[config.mk]
export PLATFORM = sky130hd
export DESIGN_NAME = video_buffer_decoder
export DESIGN_NICKNAME = d
export VERILOG_FILES = /design/src/rtl/video_buffer_decoder.sv
export SDC_FILE = /design/constraint.sdc
export NUM_CORES = 2
export LEC_CHECK = 0
export BUFFER_PORTS_ARGS = -buffer_cell sky130_fd_sc_hd__buf_2
export CAP_MARGIN = 40
export CORE_AREA = 2 2 669 472
export DETAILED_ROUTE_END_ITERATION = 10
export DIE_AREA = 0 0 671 474
export PLACE_DENSITY = 0.52
export RECOVER_POWER = 25
export SLEW_MARGIN = 15
export SYNTH_ARGS = -nofsm -noshare
export SYNTH_HDL_FRONTEND = slang
export SYNTH_SLANG_ARGS = --single-unit
[constraint.sdc]
create_clock -name clk_clk -period 18.7 [get_ports clk_clk]
set_input_delay 1.87 -clock clk_clk [delete_from_list [all_inputs] [get_ports clk_clk]]
set_output_delay 1.87 -clock clk_clk [all_outputs]
set_load 0.01 [all_outputs]
[src/rtl/video_buffer_decoder.sv]
// Command decoder for the Nios video_buffer PIO. It turns toggle-strobed words into
// writes on a 1-bpp CHIP-8 framebuffer and provides a 1-cycle pixel read port for scan-out.
module video_buffer_decoder #(
   parameter int FB_COLS = 64,
   parameter int FB_ROWS = 32,
   parameter int ADDR_W  = 8
) (
   input  logic        clk_clk,
   input  logic        reset_reset,
   input  logic [15:0] video_buffer_word,
   output logic [7:0]  periphery_status,
   input  logic [5:0]  rd_x,
   input  logic [4:0]  rd_y,
   output logic        rd_pixel,
   output logic        frame_present
);
   localparam int DEPTH     = FB_COLS * FB_ROWS / 8;
   localparam int ROW_BYTES = FB_COLS / 8;
   localparam logic [ADDR_W-1:0] ROW_STEP  = ADDR_W'(ROW_BYTES);
   localparam logic [ADDR_W-1:0] LAST_ADDR = ADDR_W'(DEPTH - 1);

   localparam logic [2:0] OP_SET_ADDR = 3'd1;
   localparam logic [2:0] OP_WRITE    = 3'd2;
   localparam logic [2:0] OP_XOR      = 3'd3;
   localparam logic [2:0] OP_CLEAR    = 3'd4;
   localparam logic [2:0] OP_CLR_COLL = 3'd5;
   localparam logic [2:0] OP_PRESENT  = 3'd6;

   typedef enum logic [1:0] {IDLE, XOR_WR, CLEAR} state_t;

   state_t            state_reg;
   logic [15:0]       cmd_q;
   logic              ack_tog_reg;
   logic              collision_reg;
   logic              frame_present_reg;
   logic [ADDR_W-1:0] waddr_reg;
   logic [ADDR_W-1:0] caddr_reg;
   logic [7:0]        xor_data_reg;
   logic [ADDR_W-1:0] xor_step_reg;
   logic [2:0]        rd_bit_reg;
   logic              rd_valid_reg;

   logic [7:0]        mem [DEPTH];
   logic [7:0]        xor_old_reg;
   logic [7:0]        rd_byte_reg;

   logic              cmd_new;
   logic [2:0]        opcode;
   logic [7:0]        cmd_data;
   logic [ADDR_W-1:0] cmd_step;
   logic [ADDR_W-1:0] rd_addr;
   logic              wr_en;
   logic [ADDR_W-1:0] wr_addr;
   logic [7:0]        wr_data;
   logic              unused_cmd_bits;

   assign cmd_new         = (state_reg == IDLE) && (cmd_q[15] != ack_tog_reg);
   assign opcode          = cmd_q[14:12];
   assign cmd_data        = cmd_q[7:0];
   assign cmd_step        = cmd_q[8] ? ROW_STEP : ADDR_W'(1);
   assign unused_cmd_bits = ^cmd_q[11:9];
   assign rd_addr         = ADDR_W'(rd_y) * ROW_STEP + ADDR_W'(rd_x[5:3]);

   // Single write port shared by WRITE, the XOR write-back and the clear sweep.
   always_comb begin
      wr_en   = 1'b0;
      wr_addr = waddr_reg;
      wr_data = cmd_data;
      case (state_reg)
         IDLE:   wr_en = cmd_new && (opcode == OP_WRITE);
         XOR_WR: begin
            wr_en   = 1'b1;
            wr_data = xor_old_reg ^ xor_data_reg;
         end
         CLEAR:  begin
            wr_en   = 1'b1;
            wr_addr = caddr_reg;
            wr_data = 8'h00;
         end
         default: ;
      endcase
   end

   // Read-first RAM: both registered reads see the byte as it was before a same-cycle write.
   always_ff @(posedge clk_clk) begin
      if (wr_en)
         mem[wr_addr] <= wr_data;
      xor_old_reg <= mem[waddr_reg];
      rd_byte_reg <= mem[rd_addr];
   end

   always_ff @(posedge clk_clk or posedge reset_reset) begin
      if (reset_reset) begin
         state_reg         <= IDLE;
         cmd_q             <= 16'h0000;
         ack_tog_reg       <= 1'b0;
         collision_reg     <= 1'b0;
         frame_present_reg <= 1'b0;
         waddr_reg         <= '0;
         caddr_reg         <= '0;
         xor_data_reg      <= 8'h00;
         xor_step_reg      <= '0;
         rd_bit_reg        <= 3'd0;
         rd_valid_reg      <= 1'b0;
      end else begin
         cmd_q             <= video_buffer_word;
         frame_present_reg <= 1'b0;
         rd_bit_reg        <= 3'd7 - rd_x[2:0];
         rd_valid_reg      <= 1'b1;
         case (state_reg)
            IDLE: begin
               if (cmd_new) begin
                  case (opcode)
                     OP_SET_ADDR: waddr_reg <= ADDR_W'(cmd_data);
                     OP_WRITE:    waddr_reg <= waddr_reg + cmd_step;
                     OP_XOR: begin
                        xor_data_reg <= cmd_data;
                        xor_step_reg <= cmd_step;
                        state_reg    <= XOR_WR;
                     end
                     OP_CLEAR: begin
                        caddr_reg <= '0;
                        state_reg <= CLEAR;
                     end
                     OP_CLR_COLL: collision_reg     <= 1'b0;
                     OP_PRESENT:  frame_present_reg <= 1'b1;
                     default: ;
                  endcase
                  // Multi-cycle commands acknowledge when they finish.
                  if (opcode != OP_XOR && opcode != OP_CLEAR)
                     ack_tog_reg <= cmd_q[15];
               end
            end
            XOR_WR: begin
               collision_reg <= collision_reg | (|(xor_old_reg & xor_data_reg));
               waddr_reg     <= waddr_reg + xor_step_reg;
               ack_tog_reg   <= ~ack_tog_reg;
               state_reg     <= IDLE;
            end
            CLEAR: begin
               caddr_reg <= caddr_reg + ADDR_W'(1);
               if (caddr_reg == LAST_ADDR) begin
                  ack_tog_reg <= ~ack_tog_reg;
                  state_reg   <= IDLE;
               end
            end
            default: state_reg <= IDLE;
         endcase
      end
   end

   assign periphery_status = {5'b00000, collision_reg, state_reg != IDLE, ack_tog_reg};
   assign frame_present    = frame_present_reg;
   assign rd_pixel         = rd_valid_reg & rd_byte_reg[rd_bit_reg];
endmodule

==> out/metrics.csv <==
stage;metric;value;unit
status;status;finished, violations left;
status;violations;capacitance limit, slew limit;
drt;drc;0;
die;rows;172;
global_routing;grt_util_all_layers;21.6;%
synth;synthFlopType;edfxtp_1;
critical_path;max_stage_delay;4.27;ns
critical_path;endpoint;xor_old_reg[0];
global_routing;grt_pass1_wl;480000;um
power;leakagePower;0.0351;uW
critical_path;cp-start-kind;register;
synth;yosys-top-cells-area;edfxtp_1 62%, mux4_2 23%, mux2i_1 3.7%;
layout;top_register;mem;
synth;yosys.area.top_type;edfxtp_1;
place;dp.cells;9355;
cts;post_cts.repair.setup_buffers;0;
die;start_util;31.9;%
drt;num_vias;58300;
cts;clock_path_buffers;4;
cts;path_clk_slew;0.06;ns
drt;via_per_inst;5.97;
cts;htreeDepth;4;
sta;slew_viol_final;1123;
synth;synth_common_cells;2048 x edfxtp_1, 1035 x mux4_2, 368 x mux2i_1;
hold_path;hold_path.class;reg2reg;
critical_path;ff2ff_path_depth;7;
power;internal_power;10200;uW
power;sw_frac_of_total;36.7;%
critical_path;startpoint;waddr_reg[2];
global_routing;grt_pass1_vias;57000;
layout;multi_input_area;0.0340;mm^2
sta;skew;0.0548;ns
power;switchingPower;5920;uW
run;max_cap_viol_count;26;
sta;finalSetupViolCount;0;
power;p_seq_share;39.0;%
cts;hold_buffers;0;
power;p_per_area;143;mW/mm^2
synth;async_flop_share;2.27;%
drt;dr.first_iter.drc_count;8652;
sta;relSlewSlack;-310;%
critical_path;cp.required;19.54;ns
cts;clockRootBuffer;clkbuf_16;
critical_path;end_kind;register;
sta;hold_viol_final;0;
power;ir_worst_vdd;0.0000984;V
sta;final.setup.tns;0;ns
critical_path;crit_chain;clkbuf_1 -> clkbuf_1 -> o221ai_1 -> o2111ai_1 -> a21oi_1 -> o21ai_0 -> and3_1;
die;ios;39;
critical_path;cp.arrival;11.49;ns
drt;ant_nets;0;
drt;first_pass_iters;6;
synth;synth_seq_area_share;63.4;%
sta;fin_crit;10.65;ns
layout;largest_reg_flops;2048;
critical_path;cp_num_buf_inv;2;
place;dp_hpwl;235000;um
critical_path;reg2reg_from;waddr_reg[2];
sta;fin_crit_sh;57.0;%
synth;synth_top_cell_area_share;61.9;%
layout;final_area;0.113;mm^2
sta;fmax;93.9;MHz
power;clkPwrFrac;26.2;%
global_routing;grt_start_max_net_pins;106;
synth;ys_seq_elements;2112;
global_routing;grt_overflow;0;
synth;yosysMostFrequentCell;edfxtp_1;
sta;tightest_slew;6.15;ns
critical_path;crit_family;buffers and inverters;
power;share_comb_of_total_power;34.8;%
synth;yosysUniqueCellTypes;78;
critical_path;path_max_fanout;57;
layout;syn2layout_area_growth;13.8;%
critical_path;crit_top_cell;clkbuf_1;
critical_path;cp_num_cells;7;
place;io_buffers;30;
synth;postSynthAreaPerCell;19.3;um^2
drt;drt-wirelength-per-cell;35.8;um
global_routing;antenna_found_initial;32;
critical_path;cpMaxStageDelayCell;clkbuf_1;
place;gp_congestion;0.868;
critical_path;r2r-end;xor_old_reg[0];
synth;netlist_instances;5140;
die;dieArea;0.318;mm^2
die;core_area;0.312;mm^2
synth;synth-edff-count;2048;
layout;final_cells;9769;
layout;drive_above_1_share;32.6;%
place;post_dp_cell_area;0.106;mm^2
sta;rsz0062_at_grt;false;
cts;cts_buffers;210;
cts;cts-resized-gates;0;
die;die_x;671;um
layout;regArea;0.0630;mm^2
synth;synth_warnings;0;
drt;finalWirelength;350000;um
cts;clkLatencyLatePin;0.90;ns
layout;fin_nets;5468;
die;die_y;474;um
layout;nFillCells;28700;
cts;cts_tree;built;
critical_path;rrSetupSlack;8.05;ns
cts;cts.sinks;2112;
synth;synth_area;0.0994;mm^2
critical_path;critical_path_class;reg2reg;
layout;reg_top3;mem: 2048 flops, cmd_q: 13 flops;
layer usage:
metal | up-vias | GRT usage [%] | share of wire, %
met1 | 31700 | 32.5 | 43
li1 | 22600 | - | -
met2 | 3524 | 30.3 | 42
met4 | 6 | 4.48 | 2.2
met5 | - | 0.226 | 0.035
met3 | 433 | 7.01 | 13
worst min path at each step:
stage	from	end	slack [ns]	depth (start not counted)
floorplan	xor_step_reg[3]	xor_step_reg[3]	0.45	2
global placement	xor_data_reg[2]	xor_data_reg[2]	0.47	2
detailed placement	xor_data_reg[0]	xor_data_reg[0]	0.48	2
CTS	xor_data_reg[0]	xor_data_reg[0]	0.50	2
global route	xor_data_reg[7]	xor_data_reg[7]	0.52	2
finish	xor_data_reg[3]	xor_data_reg[3]	0.49	2
cells in the final DEF, fill, tap and decap left out, types with 23 or more instances in the layout:
| master | count |
|---|---|
| o221ai_1 | 97 |
| o21ai_0 | 65 |
| clkbuf_16 | 212 |
| nor2b_1 | 23 |
| inv_1 | 25 |
| nand2_1 | 137 |
| buf_2 | 29 |
| clkinv_2 | 33 |
| buf_4 | 349 |
| o22ai_1 | 54 |
| dfrtp_1 | 43 |
| a221oi_1 | 29 |
| a211oi_1 | 35 |
| nor2_1 | 298 |
| edfxtp_1 | 2048 |
| clkbuf_1 | 80 |
| a22oi_1 | 25 |
| clkinv_1 | 55 |
| nor3_1 | 28 |
| nand3_1 | 26 |
| mux4_2 | 1035 |
| mux2i_1 | 368 |
| a21oi_1 | 117 |
| buf_6 | 27 |
kinds of logic after synthesis:
group	Yosys count	synth area share, %
XOR/XNOR	12	0.106
other	2	0.00756
flip-flops	2112	63.4
buffers and inverters	446	2.56
multiplexers	1415	27.3
adder cells (fa/ha/maj)	19	0.239
AND/OR/NAND/NOR	596	2.59
AO/OA/AOI/OAI	538	3.77
layout make-up:
class	instances	area share (%)
sequential	2112	55.8
multi-input combinational	2586	30.0
clock buffer	260	4.86
tap	4176	4.62
timing repair buffer	481	3.67
clock inverter	117	0.928
inverter	29	0.102
antenna	8	0.0177
power groups by stage:
stage / Sequential (uW) / Combinational (uW) / Clock [uW]
2_1_floorplan: 6880 / 3020 / 0
3_3_place_gp: 6330 / 5240 / 0
3_5_place_dp: 6320 / 5470 / 0
4_1_cts: 6220 / 5480 / 4290
5_1_grt: 6290 / 5790 / 4460
6_report: 6280 / 5610 / 4230
metrics by stage:
stage	setup slack, ns	utilization (%)	hold WS [ns]	power (uW)
final	8.05	36.2	0.492	16100
after global routing	8.46	36.2	0.518	16500
after CTS	12.59	36.2	0.497	16000
after detailed placement	11.70	34.1	0.482	11800
after global placement	11.17	33.4	0.470	11600
after floorplan	5.62	-	0.454	9900
worst register-to-register path, delay by kind of cell (launching register included):
family,cells,cell delay [ns]
AOI/OAI and AO/OA,4,2.79
buffers and inverters,2,5.69
DFF,1,1.85
and+or+nand+nor,1,0.28
(Power assumes the default switching activity.)
